==> src/rtl/dcache_ctrl.sv <==
// Direct-mapped, write-back, write-allocate data-cache controller.
// Tag/valid/dirty/data arrays are internal; stalls the core until each access completes.
//
// state     | meaning
// ----------+------------------------------------------------------------
// IDLE      | waiting for cpu_req; request fields latched on acceptance
// COMPARE   | tag lookup; hit completes the access, miss starts a refill
// WRITEBACK | dirty victim line being written to memory
// ALLOCATE  | requested line being fetched from memory
module dcache_ctrl #(
  parameter int LINES = 8,
  parameter int IDX_W = $clog2(LINES)
) (
  input  logic         CLK,
  input  logic         RST,
  input  logic         cpu_req,
  input  logic         cpu_we,
  input  logic [31:0]  cpu_addr,
  input  logic [31:0]  cpu_wdata,
  input  logic [3:0]   cpu_be,
  output logic [31:0]  cpu_rdata,
  output logic         cpu_ready,
  output logic         mem_req,
  output logic         mem_we,
  output logic [31:0]  mem_addr,
  output logic [127:0] mem_wdata,
  input  logic [127:0] mem_rdata,
  input  logic         mem_ack,
  output logic [31:0]  hit_cnt,
  output logic [31:0]  miss_cnt,
  output logic [31:0]  wb_cnt
);

  localparam int TAG_W = 32 - 4 - IDX_W;

  typedef enum logic [1:0] {IDLE, COMPARE, WRITEBACK, ALLOCATE} state_t;

  state_t state_q, state_d;

  logic [31:2]      req_addr_q;
  logic             req_we_q;
  logic [31:0]      req_wdata_q;
  logic [3:0]       req_be_q;
  logic             retry_q;

  logic [LINES-1:0] valid_q;
  logic [LINES-1:0] dirty_q;
  logic [TAG_W-1:0] tag_q  [LINES];
  logic [127:0]     data_q [LINES];

  logic [31:0]      hit_cnt_q, miss_cnt_q, wb_cnt_q;

  logic [IDX_W-1:0] req_idx;
  logic [TAG_W-1:0] req_tag;
  logic [1:0]       req_off;
  logic [127:0]     cur_line;
  logic [TAG_W-1:0] cur_tag;
  logic             hit;
  logic [31:0]      rd_word;
  logic [127:0]     merged_line;
  logic             unused_addr_bits;

  assign unused_addr_bits = ^cpu_addr[1:0];

  assign req_idx  = req_addr_q[4 +: IDX_W];
  assign req_tag  = req_addr_q[31 -: TAG_W];
  assign req_off  = req_addr_q[3:2];
  assign cur_line = data_q[req_idx];
  assign cur_tag  = tag_q[req_idx];
  assign hit      = valid_q[req_idx] && (cur_tag == req_tag);
  assign rd_word  = cur_line[{req_off, 5'd0} +: 32];

  // Store data merged into the resident line, only bytes with be=1 replaced.
  always_comb begin
    merged_line = cur_line;
    for (int w = 0; w < 4; w++) begin
      for (int b = 0; b < 4; b++) begin
        if (req_off == 2'(w) && req_be_q[b]) begin
          merged_line[w*32 + b*8 +: 8] = req_wdata_q[b*8 +: 8];
        end
      end
    end
  end

  always_ff @(posedge CLK) begin
    if (RST) state_q <= IDLE;
    else     state_q <= state_d;
  end

  always_comb begin
    state_d = state_q;
    case (state_q)
      IDLE:      if (cpu_req) state_d = COMPARE;
      COMPARE: begin
        if (hit)                                  state_d = IDLE;
        else if (valid_q[req_idx] && dirty_q[req_idx]) state_d = WRITEBACK;
        else                                      state_d = ALLOCATE;
      end
      WRITEBACK: if (mem_ack) state_d = ALLOCATE;
      ALLOCATE:  if (mem_ack) state_d = COMPARE;
      default:   state_d = IDLE;
    endcase
  end

  always_comb begin
    cpu_ready = 1'b0;
    cpu_rdata = 32'd0;
    mem_req   = 1'b0;
    mem_we    = 1'b0;
    mem_addr  = 32'd0;
    mem_wdata = 128'd0;
    case (state_q)
      COMPARE: begin
        if (hit) begin
          cpu_ready = 1'b1;
          cpu_rdata = req_we_q ? 32'd0 : rd_word;
        end
      end
      WRITEBACK: begin
        mem_req   = 1'b1;
        mem_we    = 1'b1;
        mem_addr  = {cur_tag, req_idx, 4'b0000};
        mem_wdata = cur_line;
      end
      ALLOCATE: begin
        mem_req  = 1'b1;
        mem_addr = {req_tag, req_idx, 4'b0000};
      end
      default: ;
    endcase
  end

  always_ff @(posedge CLK) begin
    if (RST) begin
      req_addr_q  <= '0;
      req_we_q    <= 1'b0;
      req_wdata_q <= 32'd0;
      req_be_q    <= 4'd0;
    end else if (state_q == IDLE && cpu_req) begin
      req_addr_q  <= cpu_addr[31:2];
      req_we_q    <= cpu_we;
      req_wdata_q <= cpu_wdata;
      req_be_q    <= cpu_be;
    end
  end

  // The retry after a refill is a guaranteed hit and must not count as one.
  always_ff @(posedge CLK) begin
    if (RST)                                  retry_q <= 1'b0;
    else if (state_q == ALLOCATE && mem_ack)  retry_q <= 1'b1;
    else if (state_q == COMPARE)              retry_q <= 1'b0;
  end

  always_ff @(posedge CLK) begin
    if (RST) begin
      valid_q <= '0;
      dirty_q <= '0;
    end else begin
      if (state_q == COMPARE && hit && req_we_q) dirty_q[req_idx] <= 1'b1;
      if (state_q == WRITEBACK && mem_ack)       dirty_q[req_idx] <= 1'b0;
      if (state_q == ALLOCATE && mem_ack) begin
        valid_q[req_idx] <= 1'b1;
        dirty_q[req_idx] <= 1'b0;
      end
    end
  end

  always_ff @(posedge CLK) begin
    if (state_q == ALLOCATE && mem_ack) begin
      tag_q[req_idx]  <= req_tag;
      data_q[req_idx] <= mem_rdata;
    end else if (state_q == COMPARE && hit && req_we_q) begin
      data_q[req_idx] <= merged_line;
    end
  end

  always_ff @(posedge CLK) begin
    if (RST) begin
      hit_cnt_q  <= 32'd0;
      miss_cnt_q <= 32'd0;
      wb_cnt_q   <= 32'd0;
    end else begin
      if (state_q == COMPARE && hit && !retry_q) hit_cnt_q  <= hit_cnt_q + 32'd1;
      if (state_q == COMPARE && !hit)            miss_cnt_q <= miss_cnt_q + 32'd1;
      if (state_q == WRITEBACK && mem_ack)       wb_cnt_q   <= wb_cnt_q + 32'd1;
    end
  end

  assign hit_cnt  = hit_cnt_q;
  assign miss_cnt = miss_cnt_q;
  assign wb_cnt   = wb_cnt_q;

endmodule

==> config.mk <==
export PLATFORM = sky130hd
export DESIGN_NAME = dcache_ctrl
export DESIGN_NICKNAME = d
export VERILOG_FILES = /design/src/rtl/dcache_ctrl.sv
export SDC_FILE = /design/constraint.sdc
export NUM_CORES = 2
export LEC_CHECK = 0
export BUFFER_PORTS_ARGS = -buffer_cell sky130_fd_sc_hd__buf_2
export CELL_PAD_IN_SITES_DETAIL_PLACEMENT = 2
export CELL_PAD_IN_SITES_GLOBAL_PLACEMENT = 2
export CORE_MARGIN = 1.5
export CORE_UTILIZATION = 29
export CTS_CLUSTER_SIZE = 40
export DETAILED_ROUTE_END_ITERATION = 6
export GPL_TIMING_DRIVEN = 0
export HOLD_SLACK_MARGIN = 0.1
export PLACE_DENSITY = 0.64
export REMOVE_ABC_BUFFERS = 1
export SYNTH_ARGS = -nofsm -noshare
export SYNTH_HDL_FRONTEND = slang
export SYNTH_SLANG_ARGS = --single-unit
==> constraint.sdc <==
create_clock -name CLK -period 17.4 [get_ports CLK]
set_input_delay 2.61 -clock CLK [delete_from_list [all_inputs] [get_ports CLK]]
set_output_delay 2.61 -clock CLK [all_outputs]
set_load 0.02 [all_outputs]
* After elaboration in Yosys (flattened, before gate mapping)
Memory sizes are Yosys's and may differ from the RTL's. A register that Yosys moved wholly into a read port is not among the register bits.
Cells that the tools add are included.
** Operators by class
- $add $sub $neg :: 3
- Magnitude comparators :: 2
- Equality and inequality tests :: 10
- Shift-type cells :: 1
- Multiplexer cells :: 54
- Bitwise logic cells :: 6
- Reductions and logical operators :: 33
** Operators with widths (number)
- 128-bit two-way mux :: 2
- 8-bit two-way mux :: 21
- 128-bit by 8-bit variable part select with 32-bit output :: 1
- 32-bit by 1-bit adder with 32-bit output (second input constant) :: 3
- 32-bit two-way mux :: 3
- 32-bit case mux with 2 select lines :: 1
- 1-bit logical AND :: 26
- 25-bit == test :: 1
- 8-bit AND :: 2
- 8-bit OR :: 2
- 1-bit two-way mux :: 15
- 3-bit two-way mux :: 4
- 2-bit == test (second input constant) :: 4
- 2-bit two-way mux :: 4
- 8-bit inverter :: 1
- 2-bit case mux with 4 select lines :: 1
- 1-bit binary-select mux with 3-bit select :: 2
- 2-bit != test (second input constant) :: 3
- 2-bit by 1-bit == test with 1-bit output (second input constant) :: 2
- 2-bit logical NOT :: 2
- 3-bit by 4-bit < comparator with 1-bit output (second input constant) :: 1
- 1-bit demux with 3-bit select :: 1
- 3-bit by 1-bit greater-or-equal comparator with 1-bit output (second input constant) :: 1
- 3-bit AND reduction :: 1
- other kinds (4) :: 5
** Storage, ports and cells
- Bits in registers :: 182
- RAM bits :: 1224
- Bits of input ports :: 201
- Output and inout port bits :: 291
- Word-level logic and storage cells :: 122
- Memories :: 2
** Memories
- data_q :: depth 8, width 128, rd ports 1, clocked after memory_dff 1, write ports 1, RTL line 49 : logic [127:0] data_q [LINES];
- tag_q :: depth 8, width 25, rd ports 1, clocked after memory_dff 1, write ports 1, RTL line 48 : logic [TAG_W-1:0] tag_q [LINES];

* Depth between registers and ports, before layout
- Depth in word-level cells :: 12
- Gate-level depth with buffers :: 15
- Mapped depth without buffers :: 10

* Worst setup path after synthesis
No wires, ideal clock.
- Path kind :: input to register
- Start :: input mem_ack
- End :: memory data_q[5][0], enable pin
- Library setup time :: 0.771 ns
- Arrival :: 11.719 ns
- Required time :: 16.629 ns
- Slack :: 4.909 ns
- Cell stages on the path :: 3
- Buffers on the path :: 1
- Path through :: clkbuf_1 a21oi_1 nor3_1
** On the way
- Word-level cells in the longest chain between the ends :: 4
- Elaborated cells on any way between the ends :: 6
** RTL lines
- start: declaration :: RTL line 28 : input logic mem_ack,
- 1-bit logical AND * :: RTL line 169 : if (state_q == ALLOCATE && mem_ack) begin
- 1-bit two-way mux :: RTL line 169
- 1-bit two-way mux (on tied branches) :: RTL line 171, 173
- 1-bit OR (no source line) *
- end: declaration :: RTL line 49
Every way passes the cells marked *; elsewhere a longest branch is shown, timed or not.

==> flow_metrics.py <==
metrics = {
    "routing": {
        "ant_nets": 0,
        "drt_iter0_drc": 2532,
        "routed_wirelength_um": 188500,
        "vias": 35280,
        "wl_per_cell_um": 26.96,
        "remaining_drc_errors": 0,
        "detail_route.first_pass.iterations": 5,
        "viasPerCell": 5.046,
    },
    "synth": {
        "ys_warn_count": 0,
        "syn_avg_cell_area_um2": 16.27,
        "synth_top_area_share_pct": 62.25,
        "ys_top_cells_by_area": "edfxtp_1 (62%), mux4_2 (11%), dfxtp_1 (6.3%)",
        "postSynthCellCount": 3630,
        "ys.flop_type": "edfxtp_1",
        "synth_edf_count": 1224,
        "synth_top_area_cell": "edfxtp_1",
        "synth_seq_cells": 1409,
        "yosys.cell_types.count": 70,
        "syn_area_um2": 59050,
        "synthArstFlopShare_pct": 0,
        "synth.yosys.seq_area_share_pct": 68.52,
    },
    "clock_network": {
        "clock_latency_ns": 0.83,
        "cts.clk_slew.worst_paths_ns": 0.06,
        "cts_root_buf": "clkbuf_16",
        "cts_tree": "built",
        "post_cts_buffers": 0,
        "cts_buffers": 162,
        "h-tree-depth": 4,
        "ctsHoldBuffers": 0,
        "cts_sinks": 1409,
        "clockBufferDepth": 3,
        "post_cts_resized": 0,
    },
    "power": {
        "power.density_nw_per_um2": 111.9,
        "p_comb_share_pct": 10.2,
        "ir_worst_vdd_v": 0.00009914,
        "leakage_nw": 23.56,
        "p_switching_mw": 2.001,
        "power_mw": 8.013,
        "share_seq_of_total_power_pct": 47.0,
        "intPower_mw": 6.012,
        "netSwitchingFraction_pct": 24.97,
        "clkPwrFrac_pct": 42.8,
    },
    "sta": {
        "setup_viol": 0,
        "grt_setup_unrepaired": "false",
        "setup_tns_ns": 0,
        "clock_skew_ns": 0.04747,
        "maxSlewHeadroom_pct": 11.19,
        "worstMarginPinSlew_ns": 1.329,
        "maxSlewViolCount": 0,
        "min_period_ns": 8.555,
        "setup_slack_ns": 8.845,
        "fmax_ghz": 0.1169,
        "hold_viol": 0,
        "min_period_over_period_pct": 49.17,
    },
    "worst_setup_path": {
        "path_class": "reg2out",
        "required_ns": 14.79,
        "cp-start-kind": "flip-flop",
        "cp_max_fo": 47,
        "critPathArrivalTime_ns": 5.95,
        "end_kind": "output port",
        "worstRegToRegCells": 13,
    },
    "global_routing": {
        "grt_pass1_wl_um": 272600,
        "grt.total_usage_pct": 18.06,
        "overflow": 0,
        "grt_max_degree": 133,
        "grt_pass1_vias": 38830,
        "antenna_found_initial": 19,
    },
    "layout": {
        "area_growth_pct": 21.24,
        "nNetsFinal": 4377,
        "drive_above_1_share_pct": 30.82,
        "final_cell_mix": "edfxtp_1 (1224), buf_2 (484), nor2_1 (335)",
        "final_common_cell": "edfxtp_1",
        "fin_cells": 6991,
    },
    "min_path": {
        "hp-class": "reg2reg",
        "hold_depth": 2,
    },
    "floorplan": {
        "dieArea_um2": 206300,
        "die_h_um": 454.2,
        "initial_utilization_pct": 29.19,
        "die_w_um": 454.2,
        "core_um2": 202300,
        "ios": 492,
        "rows": 165,
    },
    "run_status": {
        "status": "complete, no violations",
    },
    "placed_design": {
        "routabilityCongestion": 0.7373,
        "dpl.hpwl_um": 124900,
        "dp_worst_setup_slack_ns": 9.465,
        "io_buffers": 485,
        "place_inst": 6677,
    },
    "run": {
        "drv_cap": 0,
    },
}
[path summary, 6_finish.rpt]
path | startpoint | end | slack [ns]
min reg2reg | valid_q[4]$_SDFFE_PP0P_ | valid_q[4]$_SDFFE_PP0P_ | 0.47
min | valid_q[4]$_SDFFE_PP0P_ | valid_q[4]$_SDFFE_PP0P_ | 0.47
max reg2reg | flip-flop | data_q[5][126]$_DFFE_PP_ | 10.64
max | flip-flop | cpu_rdata[9] | 8.84
[worst max-delay path, cell delays in order (launching register included)]
cell	delay (ns)
dfxtp_4	0.93
nor2b_1	0.97
a22oi_1	0.24
and3b_1	0.24
nor4b_1	0.73
o211ai_1	0.23
nor4_1	0.56
nand3b_1	0.26
buf_16	0.24
buf_16	0.17
nor2_1	0.25
buf_2	0.23
[cell usage after synthesis (all sizes together), types with 13 or more instances]
cell type     n
a22oi        15
o41ai        19
o31ai        20
nor2b        28
nand3        39
inv          20
clkbuf      117
edfxtp     1224
a21oi       200
and2         20
or3          17
mux4        300
dfxtp       185
nor3         25
nand4        31
nor2        348
o22ai        16
or2          19
xor2         27
o21ai        59
nor4         20
and3         13
or4          17
nand2       254
mux2        177
mux2i       183
buf         110
o311ai       18
[stage by stage]
stage	hold slack, ns	utilization, %	area (µm²)
after global placement	0.4478	31.51	63760
after detailed placement	0.4647	32.76	66270
after global routing	0.5048	35.38	71590
after floorplan	0.4251	-	57990
after CTS	0.4773	35.37	71560
final	0.4728	35.38	71590
[layout make-up]
| cell class | instances | area, µm² |
|---|---|---|
| Fill cell | 20240 | 130700 |
| Sequential cell | 1409 | 40480 |
| Multi-Input combinational cell | 1976 | 17590 |
| Timing Repair Buffer | 600 | 4781 |
| Clock buffer | 228 | 4427 |
| Tap cell | 2672 | 3343 |
| Clock inverter | 76 | 863.3 |
| Inverter | 20 | 80.08 |
| Antenna cell | 10 | 25.02 |
[kinds of logic after synthesis]
kind of cell               Yosys count  share of synthesized area [%]
buffers and inverters              248                          1.947
adders and majority gates            7                         0.1483
muxes                              660                          17.94
xor gates and xnor gates            33                         0.4895
and+or+nand+nor                    868                          6.759
other                                1                       0.006351
DFF                               1409                          68.52
AOI/OAI and AO/OA                  404                          4.191
[power groups by stage]
stage                     Clock, mW  Sequential [mW]  Combinational [mW]
after global routing           3.65             3.77               0.876
after CTS                      3.53             3.77               0.834
after detailed placement          0             3.84               0.830
after floorplan                   0             3.87               0.582
after global placement            0             3.95               0.946
final                          3.43             3.77               0.813
[sequential cells by signal (all words and copies together) (netlist names), named ones only]
| signal | count |
|---|---|
| tag_q | 200 |
| retry_q | 1 |
| req_be_q | 4 |
| req_addr_q | 30 |
| hit_cnt | 32 |
| valid_q | 8 |
| req_we_q | 1 |
| miss_cnt | 32 |
| data_q | 1024 |
| state_q | 2 |
| req_wdata_q | 32 |
| dirty_q | 8 |
| wb_cnt | 32 |
[metal layers]
layer | vias to the layer above | GRT usage (%) | routed length [µm]
met1 | 18880 | 22.93 | 79890
met4 | 6 | 6.328 | 5656
met3 | 276 | 2.947 | 7516
met5 | - | 0 | 31
met2 | 784 | 31.06 | 95400
li1 | 15330 | - | -
No activity file was read; power rests on OpenSTA's default activity.
